===== config.mk =====
export PLATFORM = sky130hd
export DESIGN_NAME = uart_rx_ctrl_flat
export DESIGN_NICKNAME = d
export VERILOG_FILES = /design/src/rtl/uart_rx_ctrl_if.sv /design/src/rtl/uart_rx_ctrl.sv /design/src/flat_wrapper.sv
export SDC_FILE = /design/constraint.sdc
export NUM_CORES = 1
export LEC_CHECK = 0
export ABC_AREA = 0
export BUFFER_PORTS_ARGS = -buffer_cell sky130_fd_sc_hd__buf_2
export CORE_UTILIZATION = 63
export DETAILED_ROUTE_END_ITERATION = 6
export PLACE_DENSITY = 0.86
export SLEW_MARGIN = 5
export SYNTH_ARGS = -nofsm -noshare
export SYNTH_HDL_FRONTEND = slang
export SYNTH_SLANG_ARGS = --single-unit

===== constraint.sdc =====
create_clock -name clk -period 5.95 [get_ports clk]
set_input_delay 0.8925 -clock clk [delete_from_list [all_inputs] [get_ports clk]]
set_output_delay 0.8925 -clock clk [all_outputs]
set_load 0.01 [all_outputs]

===== src/rtl/uart_rx_ctrl_if.sv =====
// Receiver handshake and FIFO stream signals shared by uart_rx_ctrl and its neighbours.
// master = the sequencer side, slave = receiver plus downstream consumer.
interface uart_rx_ctrl_if;
  logic        uart_en;
  logic        uart_rx_busy;
  logic        uart_rx_done;
  logic        rx_err_flag;
  logic [15:0] rx_data;
  logic        m_valid;
  logic        m_ready;
  logic [16:0] m_data;

  modport master (
    output uart_en,
    output m_valid,
    output m_data,
    input  uart_rx_busy,
    input  uart_rx_done,
    input  rx_err_flag,
    input  rx_data,
    input  m_ready
  );

  modport slave (
    input  uart_en,
    input  m_valid,
    input  m_data,
    output uart_rx_busy,
    output uart_rx_done,
    output rx_err_flag,
    output rx_data,
    output m_ready
  );
endinterface


===== src/rtl/uart_rx_ctrl.sv =====
// UART receive sequencer: arms the receiver, captures each finished frame into a small
// FIFO, and tracks overflow, timeout and frame count.
module uart_rx_ctrl #(
  parameter int DEPTH = 4,
  parameter int TO_W  = 24
) (
  input  logic            clk,
  input  logic            rstn,
  input  logic            run,
  input  logic [3:0]      data_num,
  input  logic [TO_W-1:0] to_limit,
  input  logic            clr_sticky,
  uart_rx_ctrl_if.master  bus,
  output logic [4:0]      fifo_cnt,
  output logic            ovf_flag,
  output logic            to_flag,
  output logic [15:0]     frame_cnt,
  output logic            ctrl_busy
);

  localparam int         PW        = $clog2(DEPTH);
  localparam logic [4:0] DEPTH_CNT = 5'(DEPTH);

  localparam logic [2:0] S_IDLE  = 3'd0;
  localparam logic [2:0] S_ARM   = 3'd1;
  localparam logic [2:0] S_WAIT  = 3'd2;
  localparam logic [2:0] S_CAPT  = 3'd3;
  localparam logic [2:0] S_DRAIN = 3'd4;

  logic [2:0]      state_q, state_d;
  logic            done_q, done_d;
  logic [TO_W-1:0] to_cnt_q, to_cnt_d;
  logic            to_flag_q, to_flag_d;
  logic            ovf_flag_q, ovf_flag_d;
  logic [15:0]     frame_cnt_q, frame_cnt_d;
  logic [16:0]     mem_q [DEPTH];
  logic [16:0]     mem_d [DEPTH];
  logic [PW-1:0]   wr_ptr_q, wr_ptr_d;
  logic [PW-1:0]   rd_ptr_q, rd_ptr_d;
  logic [4:0]      cnt_q, cnt_d;

  logic            done_rise;
  logic            to_hit;
  logic            push_req;
  logic            pop;
  logic            full;
  logic            push_ok;
  logic            ovf_hit;
  logic [15:0]     mask;
  logic [16:0]     push_word;

  assign done_rise = bus.uart_rx_done & ~done_q;
  assign done_d    = bus.uart_rx_done;

  // The timeout counter saturates at to_limit so the flag fires only once per wait.
  always_comb begin
    state_d  = state_q;
    to_cnt_d = to_cnt_q;
    to_hit   = 1'b0;
    push_req = 1'b0;
    case (state_q)
      S_IDLE: begin
        if (run) state_d = S_ARM;
      end
      S_ARM: begin
        to_cnt_d = '0;
        state_d  = S_WAIT;
      end
      S_WAIT: begin
        if (done_rise) begin
          state_d = S_CAPT;
        end else if ((to_limit != '0) && (to_cnt_q < to_limit)) begin
          to_cnt_d = to_cnt_q + TO_W'(1);
          to_hit   = (to_cnt_d == to_limit);
        end
      end
      S_CAPT: begin
        push_req = 1'b1;
        state_d  = S_DRAIN;
      end
      S_DRAIN: begin
        if (!bus.uart_rx_done && !bus.uart_rx_busy) state_d = run ? S_ARM : S_IDLE;
      end
      default: state_d = S_IDLE;
    endcase
  end

  assign mask      = (data_num == 4'd0) ? 16'hFFFF : ((16'd1 << data_num) - 16'd1);
  assign push_word = {bus.rx_err_flag, bus.rx_data & mask};

  assign pop     = (cnt_q != 5'd0) && bus.m_ready;
  assign full    = (cnt_q == DEPTH_CNT);
  assign push_ok = push_req && (!full || pop);
  assign ovf_hit = push_req && full && !pop;

  // A push into a full FIFO is still legal when the head leaves in the same cycle.
  always_comb begin
    mem_d    = mem_q;
    wr_ptr_d = wr_ptr_q;
    rd_ptr_d = rd_ptr_q;
    cnt_d    = cnt_q;
    if (push_ok) begin
      mem_d[wr_ptr_q] = push_word;
      wr_ptr_d        = wr_ptr_q + PW'(1);
    end
    if (pop) rd_ptr_d = rd_ptr_q + PW'(1);
    case ({push_ok, pop})
      2'b10:   cnt_d = cnt_q + 5'd1;
      2'b01:   cnt_d = cnt_q - 5'd1;
      default: cnt_d = cnt_q;
    endcase
  end

  always_comb begin
    frame_cnt_d = push_req ? (frame_cnt_q + 16'd1) : frame_cnt_q;
    ovf_flag_d  = ovf_hit ? 1'b1 : (clr_sticky ? 1'b0 : ovf_flag_q);
    to_flag_d   = to_hit  ? 1'b1 : (clr_sticky ? 1'b0 : to_flag_q);
  end

  always_ff @(posedge clk or negedge rstn) begin
    if (!rstn) begin
      state_q     <= S_IDLE;
      done_q      <= 1'b0;
      to_cnt_q    <= '0;
      to_flag_q   <= 1'b0;
      ovf_flag_q  <= 1'b0;
      frame_cnt_q <= 16'd0;
      wr_ptr_q    <= '0;
      rd_ptr_q    <= '0;
      cnt_q       <= 5'd0;
      for (int i = 0; i < DEPTH; i++) mem_q[i] <= 17'd0;
    end else begin
      state_q     <= state_d;
      done_q      <= done_d;
      to_cnt_q    <= to_cnt_d;
      to_flag_q   <= to_flag_d;
      ovf_flag_q  <= ovf_flag_d;
      frame_cnt_q <= frame_cnt_d;
      wr_ptr_q    <= wr_ptr_d;
      rd_ptr_q    <= rd_ptr_d;
      cnt_q       <= cnt_d;
      for (int i = 0; i < DEPTH; i++) mem_q[i] <= mem_d[i];
    end
  end

  assign bus.uart_en = (state_q == S_ARM);
  assign bus.m_valid = (cnt_q != 5'd0);
  assign bus.m_data  = mem_q[rd_ptr_q];
  assign fifo_cnt    = cnt_q;
  assign ovf_flag    = ovf_flag_q;
  assign to_flag     = to_flag_q;
  assign frame_cnt   = frame_cnt_q;
  assign ctrl_busy   = (state_q != S_IDLE);

endmodule


===== src/flat_wrapper.sv =====
// flat-port wrapper written by rule: the top's interface ports become plain ports
module uart_rx_ctrl_flat 
#(
  parameter int DEPTH = 4,
  parameter int TO_W  = 24
)
  (clk, rstn, run, data_num, to_limit, clr_sticky, fifo_cnt, ovf_flag, to_flag, frame_cnt, ctrl_busy, bus_uart_en, bus_m_valid, bus_m_data, bus_uart_rx_busy, bus_uart_rx_done, bus_rx_err_flag, bus_rx_data, bus_m_ready);
  uart_rx_ctrl_if bus_i ();
  input  logic clk;
  input  logic rstn;
  input  logic run;
  input  logic [3:0] data_num;
  input  logic [TO_W-1:0] to_limit;
  input  logic clr_sticky;
  output logic [4:0] fifo_cnt;
  output logic ovf_flag;
  output logic to_flag;
  output logic [15:0] frame_cnt;
  output logic ctrl_busy;
  output wire logic [$bits(bus_i.uart_en)-1:0] bus_uart_en;
  output wire logic [$bits(bus_i.m_valid)-1:0] bus_m_valid;
  output wire logic [$bits(bus_i.m_data)-1:0] bus_m_data;
  input wire logic [$bits(bus_i.uart_rx_busy)-1:0] bus_uart_rx_busy;
  input wire logic [$bits(bus_i.uart_rx_done)-1:0] bus_uart_rx_done;
  input wire logic [$bits(bus_i.rx_err_flag)-1:0] bus_rx_err_flag;
  input wire logic [$bits(bus_i.rx_data)-1:0] bus_rx_data;
  input wire logic [$bits(bus_i.m_ready)-1:0] bus_m_ready;
  assign bus_uart_en = bus_i.uart_en;
  assign bus_m_valid = bus_i.m_valid;
  assign bus_m_data = bus_i.m_data;
  assign bus_i.uart_rx_busy = bus_uart_rx_busy;
  assign bus_i.uart_rx_done = bus_uart_rx_done;
  assign bus_i.rx_err_flag = bus_rx_err_flag;
  assign bus_i.rx_data = bus_rx_data;
  assign bus_i.m_ready = bus_m_ready;
  uart_rx_ctrl #(.DEPTH(DEPTH), .TO_W(TO_W)) u_core (.clk(clk), .rstn(rstn), .run(run), .data_num(data_num), .to_limit(to_limit), .clr_sticky(clr_sticky), .bus(bus_i), .fifo_cnt(fifo_cnt), .ovf_flag(ovf_flag), .to_flag(to_flag), .frame_cnt(frame_cnt), .ctrl_busy(ctrl_busy));
endmodule

# Word level (Yosys, flattened, before mapping)
# Index checks and enable logic that the tools add are counted.
# classes
bitwise_logic,5
n_addsub,7
n_shift,1
n_reduce_logical,23
order_cmp,4
n_eq_ne,13
muxes,23
# op_table
cell,count
68-bit bitwise mux,1
17-bit 2-to-1 mux,3
24-bit 2-to-1 mux,2
24-bit case mux with 2 select lines,1
17-bit binary-select mux with 2-bit select,1
17-bit demux with 2-bit select,1
24-bit by 1-bit adder with 24-bit output (second input constant),1
24-bit == test,1
24-bit < comparator,1
24-bit nonzero test,1
16-bit by 1-bit adder with 16-bit output (second input constant),1
16-bit AND,1
16-bit 2-to-1 mux,1
1-bit by 4-bit << shifter with 16-bit output (first input constant),1
16-bit by 1-bit subtractor with 16-bit output (second input constant),1
3-bit case mux with 5 select lines,1
5-bit case mux with 2 select lines,1
3-bit 2-to-1 mux,3
1-bit 2-to-1 mux,8
2-bit nonzero test,4
1-bit logical AND,7
3-bit by 2-bit == test with 1-bit output (second input constant),2
3-bit >= comparator (second input constant),2
2-bit by 1-bit inequality test with 1-bit output (second input constant),3
20 further kinds,27
# totals
input_bits,52
wordCells,89
regBits,123

# Depth between registers and ports, before layout
# logic_depth
word_depth,6
mapped_depth,14
mapped_depth_nobuf,13

# Worst setup path before layout
# No wires, ideal clock.
# synth_path
path_type,reg-to-reg
startpoint,"reg u_core.cnt_q[1], in the netlist u_core.fifo_cnt[1]"
endpoint,"reg u_core.cnt_q[4], in the netlist u_core.fifo_cnt[4]"
arrival_time_ns,2.982
path_slack_ns,2.842
setup_time_ns,0.126
path_stages_with_launch,15
n_path_buf,1
cell_sequence,dfrtp_1 or4_1 or3b_2 and2_1 clkbuf_1 inv_1 ha_1 inv_1 fa_1 inv_1 a21o_1 a21oi_1 xnor2_1 nor2_1 xor2_1
# synth_between
elab_chain_len,6
elab_cells_between_ends,12
classes_between,add/sub (2); eq/ne (3); mux (1); reduce/logical (6)
# synth_rtl
item,line_no,rtl
start: declaration,uart_rx_ctrl.sv:40,"logic [4:0] cnt_q, cnt_d;"
start signal: assignment,uart_rx_ctrl.sv:141,cnt_q <= cnt_d;
5-bit by 3-bit == test with 1-bit output or 5-bit nonzero test (tied branches),"uart_rx_ctrl.sv:92, uart_rx_ctrl.sv:91",
1-bit logical NOT or 1-bit logical AND (tied branches),"uart_rx_ctrl.sv:93, uart_rx_ctrl.sv:91",
1-bit logical OR,uart_rx_ctrl.sv:93,assign push_ok = push_req && (!full || pop);
1-bit logical AND,uart_rx_ctrl.sv:93,
2-bit by 1-bit == test with 1-bit output or 2-bit == test (tied branches),uart_rx_ctrl.sv:107,"case ({push_ok, pop})"
5-bit case mux with 2 select lines or 2-bit nonzero test (tied branches),-,
# Several ways; a longest one is shown, not always the timed one.
# A chain may end at the register's enable or synchronous reset.

# Worst setup path in the final report
# layout_path
startpoint,in to_limit[23]
endpoint,reg u_core.to_cnt_q[5]
# layout_between
elab_chain_len,4
elab_cells_between_ends,5
classes_between,order compare (1); eq/ne (1); reduce/logical (3)
# layout_rtl
item,line_no,rtl
start: declaration,flat_wrapper.sv:13,input logic [TO_W-1:0] to_limit;
24-bit < comparator or 24-bit nonzero test (tied branches),uart_rx_ctrl.sv:72,end else if ((to_limit != '0) && (to_cnt_q < to_limit)) begin
1-bit logical AND *,uart_rx_ctrl.sv:72,
2-bit by 1-bit inequality test with 1-bit output (no source line) *,-,
3-bit AND reduction (no source line) *,-,
end signal: assignment,uart_rx_ctrl.sv:135,to_cnt_q <= to_cnt_d;
end: declaration,uart_rx_ctrl.sv:32,"logic [TO_W-1:0] to_cnt_q, to_cnt_d;"
# Mark *: on every way between the ends. The rest lies on a longest branch, timed or not.

==> impl_metrics.csv <==
group,metric,value,unit
routing,vias,6247,
routing,routed_via_density,6.310,
floorplan,core,10980,um^2
critical_path,end_kind,"register",
clock_tree,cts_max_level,4,
critical_path,crit_path_top_delay_cell,"a21oi_2",
cells_and_area,mostFrequentLayoutCells,"dfrtp_1, nand2_1, buf_2",
place,place_area,7685,um^2
global_routing,grt_usage,33.06,%
clock_tree,cts-root-buf,"clkbuf_16",
synth,synth_compound_area_share,15.41,%
timing,fin_crit_sh,61.98,%
synth,synthMuxAreaShare,7.194,%
clock_tree,clkTransAtPathRegs,60,ps
timing,clock_skew,9.627,ps
critical_path,worst-path-buf-inv,2,
floorplan,die_h,108.9,um
place,hpwl,12.40,mm
timing,slew-limit-headroom,15.97,%
synth,yosysSeqAreaShare,42.75,%
timing,setup_viol,0,
global_routing,overflow,0,
synth,synthAdderAreaFrac,6.360,%
synth,ys_async_sr_fraction,100.0,%
global_routing,grt_max_degree,70,
clock_tree,tritoncts,"yes",
clock_tree,cts_resized,0,
critical_path,cp_common_cell,"o21ai_0",
routing,ant_nets,0,
timing,rsz0062_at_grt,"false",
place,place_congestion,0.9738,
synth,synth_edf_count,0,
synth,synth_top_family_by_area,"simple AND/OR/NAND/NOR gates",
global_routing,grt_pass1_wl,30.15,mm
clock_tree,cts_buffers,17,
synth,synth-main-ff-cell,"dfrtp_1",
synth,synth_nets,853,
floorplan,ios,95,
place,place_inst,958,
cells_and_area,num-nets-final,925,
timing,period_minus_slack,3688,ps
run,cap_viol_max_count,0,
cells_and_area,fin_cells,990,
timing,slew_viol_final,0,
synth,synth_simple_gate_area_share,17.17,%
routing,dr.pass1.iters,6,
cells_and_area,mostFrequentLayoutCell,"dfrtp_1",
synth,synth_xor_area_share,6.447,%
critical_path,crit_arrival,4020,ps
clock_tree,clock-sinks,123,
status,status,"complete, no violations",
clock_tree,cts_setup_buffers,0,
power_and_ir_drop,ir_drop,318.2,uV
critical_path,path_delay_family,"compound AO/OA/AOI/OAI gates",
min_path,hold_path.class,"reg2reg",
cells_and_area,drive_above_1_share,20.24,%
power_and_ir_drop,power.density,420.8,nW/um^2
critical_path,start_kind,"primary input",
timing,tightest_slew,1260,ps
routing,wl_per_cell,18.65,um
cells_and_area,fin_util,76.04,%
clock_tree,clock_path_buffers,2,
synth,postSynthCellCount,765,
critical_path,worstSetupPathType,"in2reg",
routing,drt_wl_total,18.46,mm
power_and_ir_drop,power,0.003514,W
power_and_ir_drop,power_leakage,3.927,nW
routing,route.detailed.drc,0,
clock_tree,clock_latency,420,ps
cells_and_area,design_area,8352,um^2
cells_and_area,synthToLayoutAreaGrowth,15.99,%
timing,tns,0,ps
place,portBuffers,94,
cells_and_area,diodes,0,
synth,postSynthAreaPerCell,9.413,um^2
clock_tree,holdBufCountCts,0,
synth,synthDistinctLibCells,59,
cells_and_area,nFillCells,684,
timing,fmax,271.2,MHz
critical_path,worstPathRequired,6280,ps
critical_path,critical_path.max_stage_delay,1060,ps
floorplan,die_area,11860,um^2
floorplan,rows,38,
timing,hold_viol_final,0,
global_routing,first_global_vias,6166,
floorplan,start_util,65.56,%
floorplan,die_x,108.9,um
critical_path,worstPathCellList,"buf_2, inv_1, ha_1, nand4_1, nor4_1, o311ai_2, a21oi_2, o21ai_0, o21ai_0",
critical_path,cp_max_fo,25,
global_routing,antenna_found_initial,0,
synth,ys_ff_latch,123,
routing,drt_iter0_drc,528,
synth,ys.warnings.count,0,
synth,synth_area,7201,um^2
final timing paths:
check                                     start              endpoint  slack (ps)  cells after the start
setup / recovery                   to_limit[23]    u_core.to_cnt_q[5]        2260                      9
hold / removal             u_core.frame_cnt[15]  u_core.frame_cnt[15]         470                      1
setup reg to reg            u_core.to_cnt_q[23]    u_core.to_cnt_q[5]        2430                      7
hold reg to reg            u_core.frame_cnt[15]  u_core.frame_cnt[15]         470                      1
max in group asynchronous                  rstn       u_core.mem_q[6]        4120                      2
min in group asynchronous                  rstn  u_core.frame_cnt[11]         580                      1
metal layers:
layer  track usage [%]  up-vias  share of wire (%)
met5                 0        -                  0
met4             12.26        0                2.5
met3             7.233       53                7.0
met2             53.55      292                 48
met1             43.59     3042                 42
li1                  -     2860                  -
final cells by class:
| class | instances | area (um^2) | share of cell area, % |
|---|---|---|---|
| Clock inverter | 13 | 214.0 | 2.562 |
| Timing Repair Buffer | 97 | 495.5 | 5.933 |
| Inverter | 40 | 150.1 | 1.798 |
| Multi-Input combinational cell | 558 | 3786 | 45.33 |
| Tap cell | 140 | 175.2 | 2.097 |
| Clock buffer | 19 | 452.9 | 5.423 |
| Sequential cell | 123 | 3078 | 36.85 |
cells in the mapped netlist (3+ instances only):
cell type | count | area share (%)
xor2_1 | 18 | 2.2
o21ai_0 | 89 | 6.2
dfrtp_1 | 123 | 43
o31ai_1 | 15 | 1.6
nor3_1 | 12 | 0.83
o41ai_2 | 4 | 0.90
and3_1 | 10 | 0.87
clkbuf_1 | 32 | 1.7
and2_1 | 4 | 0.35
nand2b_1 | 3 | 0.26
nor4_1 | 14 | 1.2
xnor2_1 | 35 | 4.3
mux4_2 | 17 | 5.3
o311ai_0 | 3 | 0.36
nand2_1 | 104 | 5.4
mux2_2 | 12 | 1.9
o21ai_1 | 18 | 1.3
a21oi_1 | 27 | 1.9
ha_1 | 35 | 6.1
inv_1 | 40 | 2.1
nand4_1 | 12 | 1.0
nor2_1 | 40 | 2.1
a31oi_1 | 4 | 0.35
a21o_1 | 5 | 0.52
buf_2 | 8 | 0.56
nor3b_1 | 3 | 0.31
nor2b_1 | 9 | 0.78
nand3_1 | 30 | 2.1
logic make-up (layout without fill, tap and decap cells):
kind of cell	after synthesis	in the layout
DFF	123	123
xor gates and xnor gates	53	53
AOI/OAI and AO/OA	182	182
and+or+nand+nor	258	258
adders and majority gates	36	36
muxes	29	29
buffers and inverters	84	169
flip-flops by register name, summed over array words and instances, names as in the netlist:
name and count:
u_core.done_q 1, u_core.fifo_cnt 5, u_core.frame_cnt 16, u_core.mem_q 68, u_core.ovf_flag 1, u_core.rd_ptr_q 2, u_core.state_q 3, u_core.to_cnt_q 24
u_core.to_flag 1, u_core.wr_ptr_q 2
power breakdown:
part	internal, W	switching, W	total, W
clock	0.000770	0.000389	0.00116
combinational	0.000477	0.000600	0.00108
sequential	0.00108	0.000203	0.00128
stage by stage:
stage / hold WS [ps] / setup slack, ps
3_3_place_gp: 455.8 / 2385
3_5_place_dp: 469.0 / 2088
4_1_cts: 477.8 / 2411
5_1_grt: 492.6 / 2095
6_report: 470.0 / 2262
2_1_floorplan: 444.6 / 2842
(Power assumes the default switching activity.)
